$ cat src/rtl/vedic_pkg.sv
// Shared constants, FSM state type and per-step shift table for the
// iterative 8x8 multiplier built around a single 4x4 Vedic core.
package vedic_pkg;

  localparam int OP_W      = 8;
  localparam int HALF_W    = 4;
  localparam int RES_W     = 16;
  localparam int NUM_STEPS = 4;

  typedef enum logic [1:0] {
    IDLE = 2'd0,
    CALC = 2'd1,
    DONE = 2'd2
  } state_t;

  // Partial-product weight for each step: lo*lo, hi*lo, lo*hi, hi*hi.
  function automatic logic [3:0] step_shift(input logic [1:0] step);
    logic [3:0] sh;
    case (step)
      2'd0:    sh = 4'd0;
      2'd1:    sh = 4'd4;
      2'd2:    sh = 4'd4;
      default: sh = 4'd8;
    endcase
    return sh;
  endfunction

endpackage

$ cat src/rtl/vedic_seq_mul_8x8_if.sv
// Operand/result handshake bundle for vedic_seq_mul_8x8.
// master = upstream/downstream side, slave = the multiplier.
interface vedic_seq_mul_8x8_if;
  import vedic_pkg::*;

  logic              in_valid;
  logic              in_ready;
  logic [OP_W-1:0]   multiplicand;
  logic [OP_W-1:0]   multiplier;
  logic              out_valid;
  logic              out_ready;
  logic [RES_W-1:0]  result;
  logic              busy;

  modport master (
    output in_valid, multiplicand, multiplier, out_ready,
    input  in_ready, out_valid, result, busy
  );

  modport slave (
    input  in_valid, multiplicand, multiplier, out_ready,
    output in_ready, out_valid, result, busy
  );

endinterface

$ cat src/rtl/VedicMul_4x4.sv
// Combinational unsigned 4x4 Vedic multiplier: four 2x2 vertical/crosswise
// blocks combined with their 2-bit weights.
module VedicMul_4x4 (
  input  logic [3:0] a,
  input  logic [3:0] b,
  output logic [7:0] p
);

  function automatic logic [3:0] vedic_2x2(input logic [1:0] x, input logic [1:0] y);
    logic [1:0] mid;
    logic [1:0] top;
    mid = {1'b0, x[1] & y[0]} + {1'b0, x[0] & y[1]};
    top = {1'b0, x[1] & y[1]} + {1'b0, mid[1]};
    return {top, mid[0], x[0] & y[0]};
  endfunction

  logic [3:0] q0, q1, q2, q3;

  assign q0 = vedic_2x2(a[1:0], b[1:0]);
  assign q1 = vedic_2x2(a[3:2], b[1:0]);
  assign q2 = vedic_2x2(a[1:0], b[3:2]);
  assign q3 = vedic_2x2(a[3:2], b[3:2]);

  assign p = {4'b0, q0} + {2'b0, q1, 2'b0} + {2'b0, q2, 2'b0} + {q3, 4'b0};

endmodule

$ cat src/rtl/vedic_seq_mul_8x8.sv
// Iterative unsigned 8x8 -> 16 multiplier. One VedicMul_4x4 is time-shared
// over four CALC cycles; the shifted partial products are accumulated.
// Optional macro VEDIC_SEQ_ZERO_SKIP_EN: a zero operand bypasses CALC and
// the result (0) is presented one cycle after accept.
//
// state | meaning
// IDLE  | waiting for operands, in_ready=1
// CALC  | four accumulate steps, step 0..3
// DONE  | result held with out_valid=1 until out_ready
module vedic_seq_mul_8x8
  import vedic_pkg::*;
(
  input  logic                 clk,
  input  logic                 rst,
  vedic_seq_mul_8x8_if.slave   bus
);

  state_t             state, state_nxt;
  logic [1:0]         step;
  logic [OP_W-1:0]    a_q, b_q;
  logic [RES_W-1:0]   acc, result_q;
  logic [HALF_W-1:0]  mul_a, mul_b;
  logic [2*HALF_W-1:0] pp;
  logic [RES_W:0]     pp_shifted;
  logic [RES_W:0]     sum;
  logic               unused_carry;
  logic               accept;

  assign accept = bus.in_valid && (state == IDLE);

`ifdef VEDIC_SEQ_ZERO_SKIP_EN
  logic zero_op;
  assign zero_op = accept && ((bus.multiplicand == '0) || (bus.multiplier == '0));
`endif

  // State register.
  always_ff @(posedge clk) begin
    if (rst) state <= IDLE;
    else     state <= state_nxt;
  end

  // Next-state logic.
  always_comb begin
    state_nxt = state;
    case (state)
      IDLE: begin
        if (accept) begin
`ifdef VEDIC_SEQ_ZERO_SKIP_EN
          state_nxt = zero_op ? DONE : CALC;
`else
          state_nxt = CALC;
`endif
        end
      end
      CALC:    if (step == 2'd3) state_nxt = DONE;
      DONE:    if (bus.out_ready) state_nxt = IDLE;
      default: state_nxt = IDLE;
    endcase
  end

  assign bus.in_ready  = (state == IDLE);
  assign bus.out_valid = (state == DONE);
  assign bus.busy      = (state != IDLE);
  assign bus.result    = result_q;

  // Select the nibble pair for the current step.
  always_comb begin
    mul_a = a_q[HALF_W-1:0];
    mul_b = b_q[HALF_W-1:0];
    case (step)
      2'd1:    begin mul_a = a_q[OP_W-1:HALF_W]; mul_b = b_q[HALF_W-1:0];      end
      2'd2:    begin mul_a = a_q[HALF_W-1:0];    mul_b = b_q[OP_W-1:HALF_W];   end
      2'd3:    begin mul_a = a_q[OP_W-1:HALF_W]; mul_b = b_q[OP_W-1:HALF_W];   end
      default: ;
    endcase
  end

  VedicMul_4x4 u_mul4 (
    .a (mul_a),
    .b (mul_b),
    .p (pp)
  );

  // Adds are 17 bits wide; the final sum is at most 65025 so bit 16 stays 0.
  assign pp_shifted   = {{(RES_W+1-2*HALF_W){1'b0}}, pp} << step_shift(step);
  assign sum          = {1'b0, acc} + pp_shifted;
  assign unused_carry = sum[RES_W];

  // Operand capture, step counter, accumulator and result register.
  always_ff @(posedge clk) begin
    if (rst) begin
      step     <= '0;
      acc      <= '0;
      result_q <= '0;
      a_q      <= '0;
      b_q      <= '0;
    end else begin
      case (state)
        IDLE: begin
          if (accept) begin
            a_q  <= bus.multiplicand;
            b_q  <= bus.multiplier;
            acc  <= '0;
            step <= '0;
`ifdef VEDIC_SEQ_ZERO_SKIP_EN
            if (zero_op) result_q <= '0;
`endif
          end
        end
        CALC: begin
          acc  <= sum[RES_W-1:0];
          step <= step + 2'd1;
          if (step == 2'd3) result_q <= sum[RES_W-1:0];
        end
        default: ;
      endcase
    end
  end

endmodule

$ cat src/flat_wrapper.sv
// flat-port wrapper written by rule: the top's interface ports become plain ports
module vedic_seq_mul_8x8_flat import vedic_pkg::*;
  (clk, rst, bus_in_valid, bus_multiplicand, bus_multiplier, bus_out_ready, bus_in_ready, bus_out_valid, bus_result, bus_busy);
  vedic_seq_mul_8x8_if bus_i ();
  input  logic clk;
  input  logic rst;
  input wire logic [$bits(bus_i.in_valid)-1:0] bus_in_valid;
  input wire logic [$bits(bus_i.multiplicand)-1:0] bus_multiplicand;
  input wire logic [$bits(bus_i.multiplier)-1:0] bus_multiplier;
  input wire logic [$bits(bus_i.out_ready)-1:0] bus_out_ready;
  output wire logic [$bits(bus_i.in_ready)-1:0] bus_in_ready;
  output wire logic [$bits(bus_i.out_valid)-1:0] bus_out_valid;
  output wire logic [$bits(bus_i.result)-1:0] bus_result;
  output wire logic [$bits(bus_i.busy)-1:0] bus_busy;
  assign bus_i.in_valid = bus_in_valid;
  assign bus_i.multiplicand = bus_multiplicand;
  assign bus_i.multiplier = bus_multiplier;
  assign bus_i.out_ready = bus_out_ready;
  assign bus_in_ready = bus_i.in_ready;
  assign bus_out_valid = bus_i.out_valid;
  assign bus_result = bus_i.result;
  assign bus_busy = bus_i.busy;
  vedic_seq_mul_8x8 u_core (.clk(clk), .rst(rst), .bus(bus_i));
endmodule
$ cat config.mk
export PLATFORM = sky130hd
export DESIGN_NAME = vedic_seq_mul_8x8_flat
export DESIGN_NICKNAME = d
export VERILOG_FILES = /design/src/rtl/vedic_pkg.sv /design/src/rtl/vedic_seq_mul_8x8_if.sv /design/src/rtl/VedicMul_4x4.sv /design/src/rtl/vedic_seq_mul_8x8.sv /design/src/flat_wrapper.sv
export SDC_FILE = /design/constraint.sdc
export NUM_CORES = 1
export LEC_CHECK = 0
export CAP_MARGIN = 20
export CORE_ASPECT_RATIO = 1.4
export CORE_MARGIN = 2
export CORE_UTILIZATION = 35
export CTS_CLUSTER_SIZE = 28
export DETAILED_ROUTE_END_ITERATION = 10
export GPL_TIMING_DRIVEN = 0
export PLACE_DENSITY = 0.54
export SYNTH_ARGS = -nofsm -noshare
export SYNTH_HDL_FRONTEND = slang
export SYNTH_HIERARCHICAL = 1
export SYNTH_SLANG_ARGS = --single-unit
$ cat constraint.sdc
create_clock -name clk -period 6.75 [get_ports clk]
set_input_delay 1.0125 -clock clk [delete_from_list [all_inputs] [get_ports clk]]
set_output_delay 1.0125 -clock clk [all_outputs]
set_load 0.02 [all_outputs]
==> results.sh <==
export IMPL_syn_num_nets=487
export IMPL_hold_depth=2
export IMPL_vias_per_cell=4.99
export IMPL_synthArstFlopShare_pct=0
export IMPL_synth_cells=431
export IMPL_dieArea_um2=10700
export IMPL_synth_top_area_share_pct=30.1
export IMPL_drcViolationCount=0
export IMPL_die_y_um=122
export IMPL_worst_pin_slew_ps=747
export IMPL_r2r_slack_ps=780
export IMPL_path_clk_slew_ps=70
export IMPL_cts_setup_buffers=0
export IMPL_worstSetupStartpointType="flip-flop"
export IMPL_dieWidth_um=88.0
export IMPL_synthTopCellsByCount="nand2_1 (77), dfxtp_1 (52), a21oi_1 (41)"
export IMPL_grt_overflow=0
export IMPL_finalHoldViolations=0
export IMPL_ys_ff_latch=52
export IMPL_seq_area_frac_synth_pct=30.1
export IMPL_period_share_pct=88.5
export IMPL_clock_sinks=52
export IMPL_ff2ff_path_depth=22
export IMPL_ys_flop_type="dfxtp_1"
export IMPL_hold_class="reg2reg"
export IMPL_reg2reg_from="u_core/step[0]$_SDFFE_PP0P_"
export IMPL_reg2reg_to="u_core/bus.result[14]$_SDFFE_PP0P_"
export IMPL_max_slew_margin_rel_pct=50.0
export IMPL_tns_ps=0
export IMPL_crit_path_max_fanout=10
export IMPL_ant_nets=0
export IMPL_synth_area_um2=3460
export IMPL_wl_per_cell_um=14.0
export IMPL_period_minus_slack_ps=5970
export IMPL_drt_pass1_iterations=4
export IMPL_rsz0062_at_grt="no"
export IMPL_hold_buffers=0
export IMPL_num_vias=3035
export IMPL_outcome="completed"
export IMPL_placed_cell_area_um2=3990
export IMPL_min_from="u_core/b_q[7]$_SDFFE_PP0P_"
export IMPL_clock_latency_ps=300
export IMPL_fill_cells=997
export IMPL_synth_edff_count=0
export IMPL_yosysWarningCount=6
export IMPL_yosys_area_top_type="dfxtp_1"
export IMPL_design_area_um2=4140
export IMPL_slew_violations=0
export IMPL_end_kind="flip-flop"
export IMPL_clk_path_buf_depth=2
export IMPL_p_leak_nw=1.74
export IMPL_antenna_found_initial=0
export IMPL_p_clk_share_pct=39.9
export IMPL_finalSetupViolCount=0
export IMPL_area_growth_pct=19.7
export IMPL_clockRootBuffer="clkbuf_16"
export IMPL_arrival_ps=6220
export IMPL_instances_no_fill=608
export IMPL_ir_drop_mv=0.0953
export IMPL_ctsHtreeMaxLevel=2
export IMPL_grt_pass1_wl_mm=14.4
export IMPL_detail_route_wirelength_mm=8.54
export IMPL_p_seq_share_pct=48.4
export IMPL_fmax_mhz=167
export IMPL_crit_required_ps=7000
export IMPL_netlist_top_cells_area="dfxtp_1 (30%), ha_1 (11%), nand2_1 (8.4%)"
export IMPL_internal_power_uw=484
export IMPL_min_to="u_core/b_q[7]$_SDFFE_PP0P_"
export IMPL_synth_area_per_cell_um2=8.02
export IMPL_grt_use_total_pct=17.1
export IMPL_cts_tree="built"
export IMPL_antenna_cells=0
export IMPL_drive_gt1_share_pct=7.98
export IMPL_cts_resized=0
export IMPL_core_area_um2=9510
export IMPL_synth_distinct_cells=57
export IMPL_grt_pass1_vias=3021
export IMPL_crit_type="reg2reg"
export IMPL_placedCellCount=600
export IMPL_cts_buffers_inserted=5
export IMPL_drt_iter0_markers=84
export IMPL_net_switching_power_uw=173
export IMPL_power_frac_comb_pct=11.6
export IMPL_portBuffers=37
export IMPL_io_pins=39
export IMPL_place_hpwl_mm=6.87
export IMPL_powerDensity_nw_per_um2=159
export IMPL_gp_congestion=0.817
export IMPL_post_synth_top_count_cell="nand2_1"
export IMPL_maxCapViolations=0
export IMPL_grt_max_degree=18
export IMPL_rows=42
export IMPL_fin_nets=531
export IMPL_clock_skew_ps=8.61
export IMPL_swShare_pct=26.4
export IMPL_initial_core_util_pct=36.4
==> registers in the layout, summed over array words and instances (netlist names) <==
| register | cells |
|---|---|
| u_core/bus.result | 16 |
| u_core/step | 2 |
| u_core/a_q | 8 |
| u_core/acc | 16 |
| u_core/state | 2 |
| u_core/b_q | 8 |
==> stage by stage <==
stage	setup slack [ps]	total power, mW	hold WS (ps)	util, %
2_1_floorplan	1560	0.373	432	-
3_3_place_gp	743	0.402	441	42.0
3_5_place_dp	753	0.403	443	42.0
4_1_cts	721	0.670	455	43.5
5_1_grt	412	0.688	480	43.5
6_report	778	0.657	453	43.5
==> layer usage <==
| layer | wire length (um) | vias to the layer above | GRT usage [%] |
|---|---|---|---|
| met5 | 0 | - | 0 |
| met4 | 172 | 0 | 6.06 |
| met3 | 212 | 13 | 2.30 |
| met2 | 4500 | 46 | 31.0 |
| met1 | 3660 | 1394 | 20.2 |
| li1 | - | 1582 | - |
==> critical path: stages (launching register included) <==
cell and delay (ps):
dfxtp_1 340, ha_1 210, clkbuf_1 250, nor2_1 390, mux2_2 440, and2_1 160
ha_1 190, ha_1 310, fa_1 430, ha_1 220, fa_1 420, a21o_1 210
a21oi_2 140, xnor2_1 110, mux2i_1 380, nor2_1 80, ha_1 390, a21oi_1 190
o21ai_1 110, a31oi_1 230, o21ai_1 120, or4_1 510, nand3_1 90
==> placed cells by master (no fill, tap or decap), types with 2 or more instances in the layout <==
cell type         n
inv_1            22
xnor2_1           6
nand2_1          77
dfxtp_1          52
ha_1             30
xor2_1            4
and3_1            2
nor2_1           28
nor4_1            3
a22o_1            4
buf_2             3
a31oi_1           4
and2_1           23
o311ai_0          2
buf_1             3
o211ai_1          2
nand3_1          22
nor2b_1           4
nor3_1            7
clkbuf_1         10
a21boi_0          3
o21ai_1           4
a21oi_1          41
mux2_2            8
mux2i_1           5
a21o_1            5
a311o_1           2
clkbuf_16         5
o21ai_0           9
o211a_1           2
fa_1              6
a21oi_2           4
a211oi_1          3
o21a_1            4
nor3_2            2
nand2b_1          2
o31ai_1           2
clkdlybuf4s50_1  37
==> worst max path at each step <==
stage                     slack (ps)  depth (start not counted)                                 end                        start
final                            780                         22  u_core/bus.result[14]$_SDFFE_PP0P_  u_core/step[0]$_SDFFE_PP0P_
after detailed placement         750                         22  u_core/bus.result[14]$_SDFFE_PP0P_  u_core/step[0]$_SDFFE_PP0P_
after floorplan                 1560                         23  u_core/bus.result[14]$_SDFFE_PP0P_  u_core/step[0]$_SDFFE_PP0P_
after global placement           740                         23  u_core/bus.result[14]$_SDFFE_PP0P_  u_core/step[0]$_SDFFE_PP0P_
after global routing             410                         22  u_core/bus.result[14]$_SDFFE_PP0P_  u_core/step[0]$_SDFFE_PP0P_
after CTS                        720                         22  u_core/bus.result[14]$_SDFFE_PP0P_  u_core/step[0]$_SDFFE_PP0P_
==> final cells by class <==
type,instances,area (um2),share of cell area (%)
Tap cell,132,165,3.99
Multi-Input combinational cell,340,2260,54.7
Timing Repair Buffer,37,370,8.95
Inverter,22,82.6,1.99
Clock buffer,5,125,3.02
Clock inverter,3,21.3,0.514
Sequential cell,52,1040,25.1
Buffer,17,71.3,1.72
==> cells by family (layout without fill, tap and decap cells) <==
kind of cell	after synthesis	count (layout)	synth area share (%)
xor gates and xnor gates	10	10	2.53
muxes	13	13	4.05
buffers and inverters	39	84	4.45
and+or+nand+nor	180	180	24.4
DFF	52	52	30.1
adders and majority gates	36	36	14.3
AOI/OAI and AO/OA	101	101	20.1
==> power by group through the flow <==
stage               Combinational [mW]  Sequential (mW)  Clock, mW
CTS                             0.0777            0.318      0.274
finish                          0.0765            0.318      0.262
global route                    0.0860            0.319      0.283
detailed placement              0.0772            0.325          0
global placement                0.0765            0.325          0
floorplan                       0.0487            0.324          0
No activity file was read; power rests on OpenSTA's default activity.
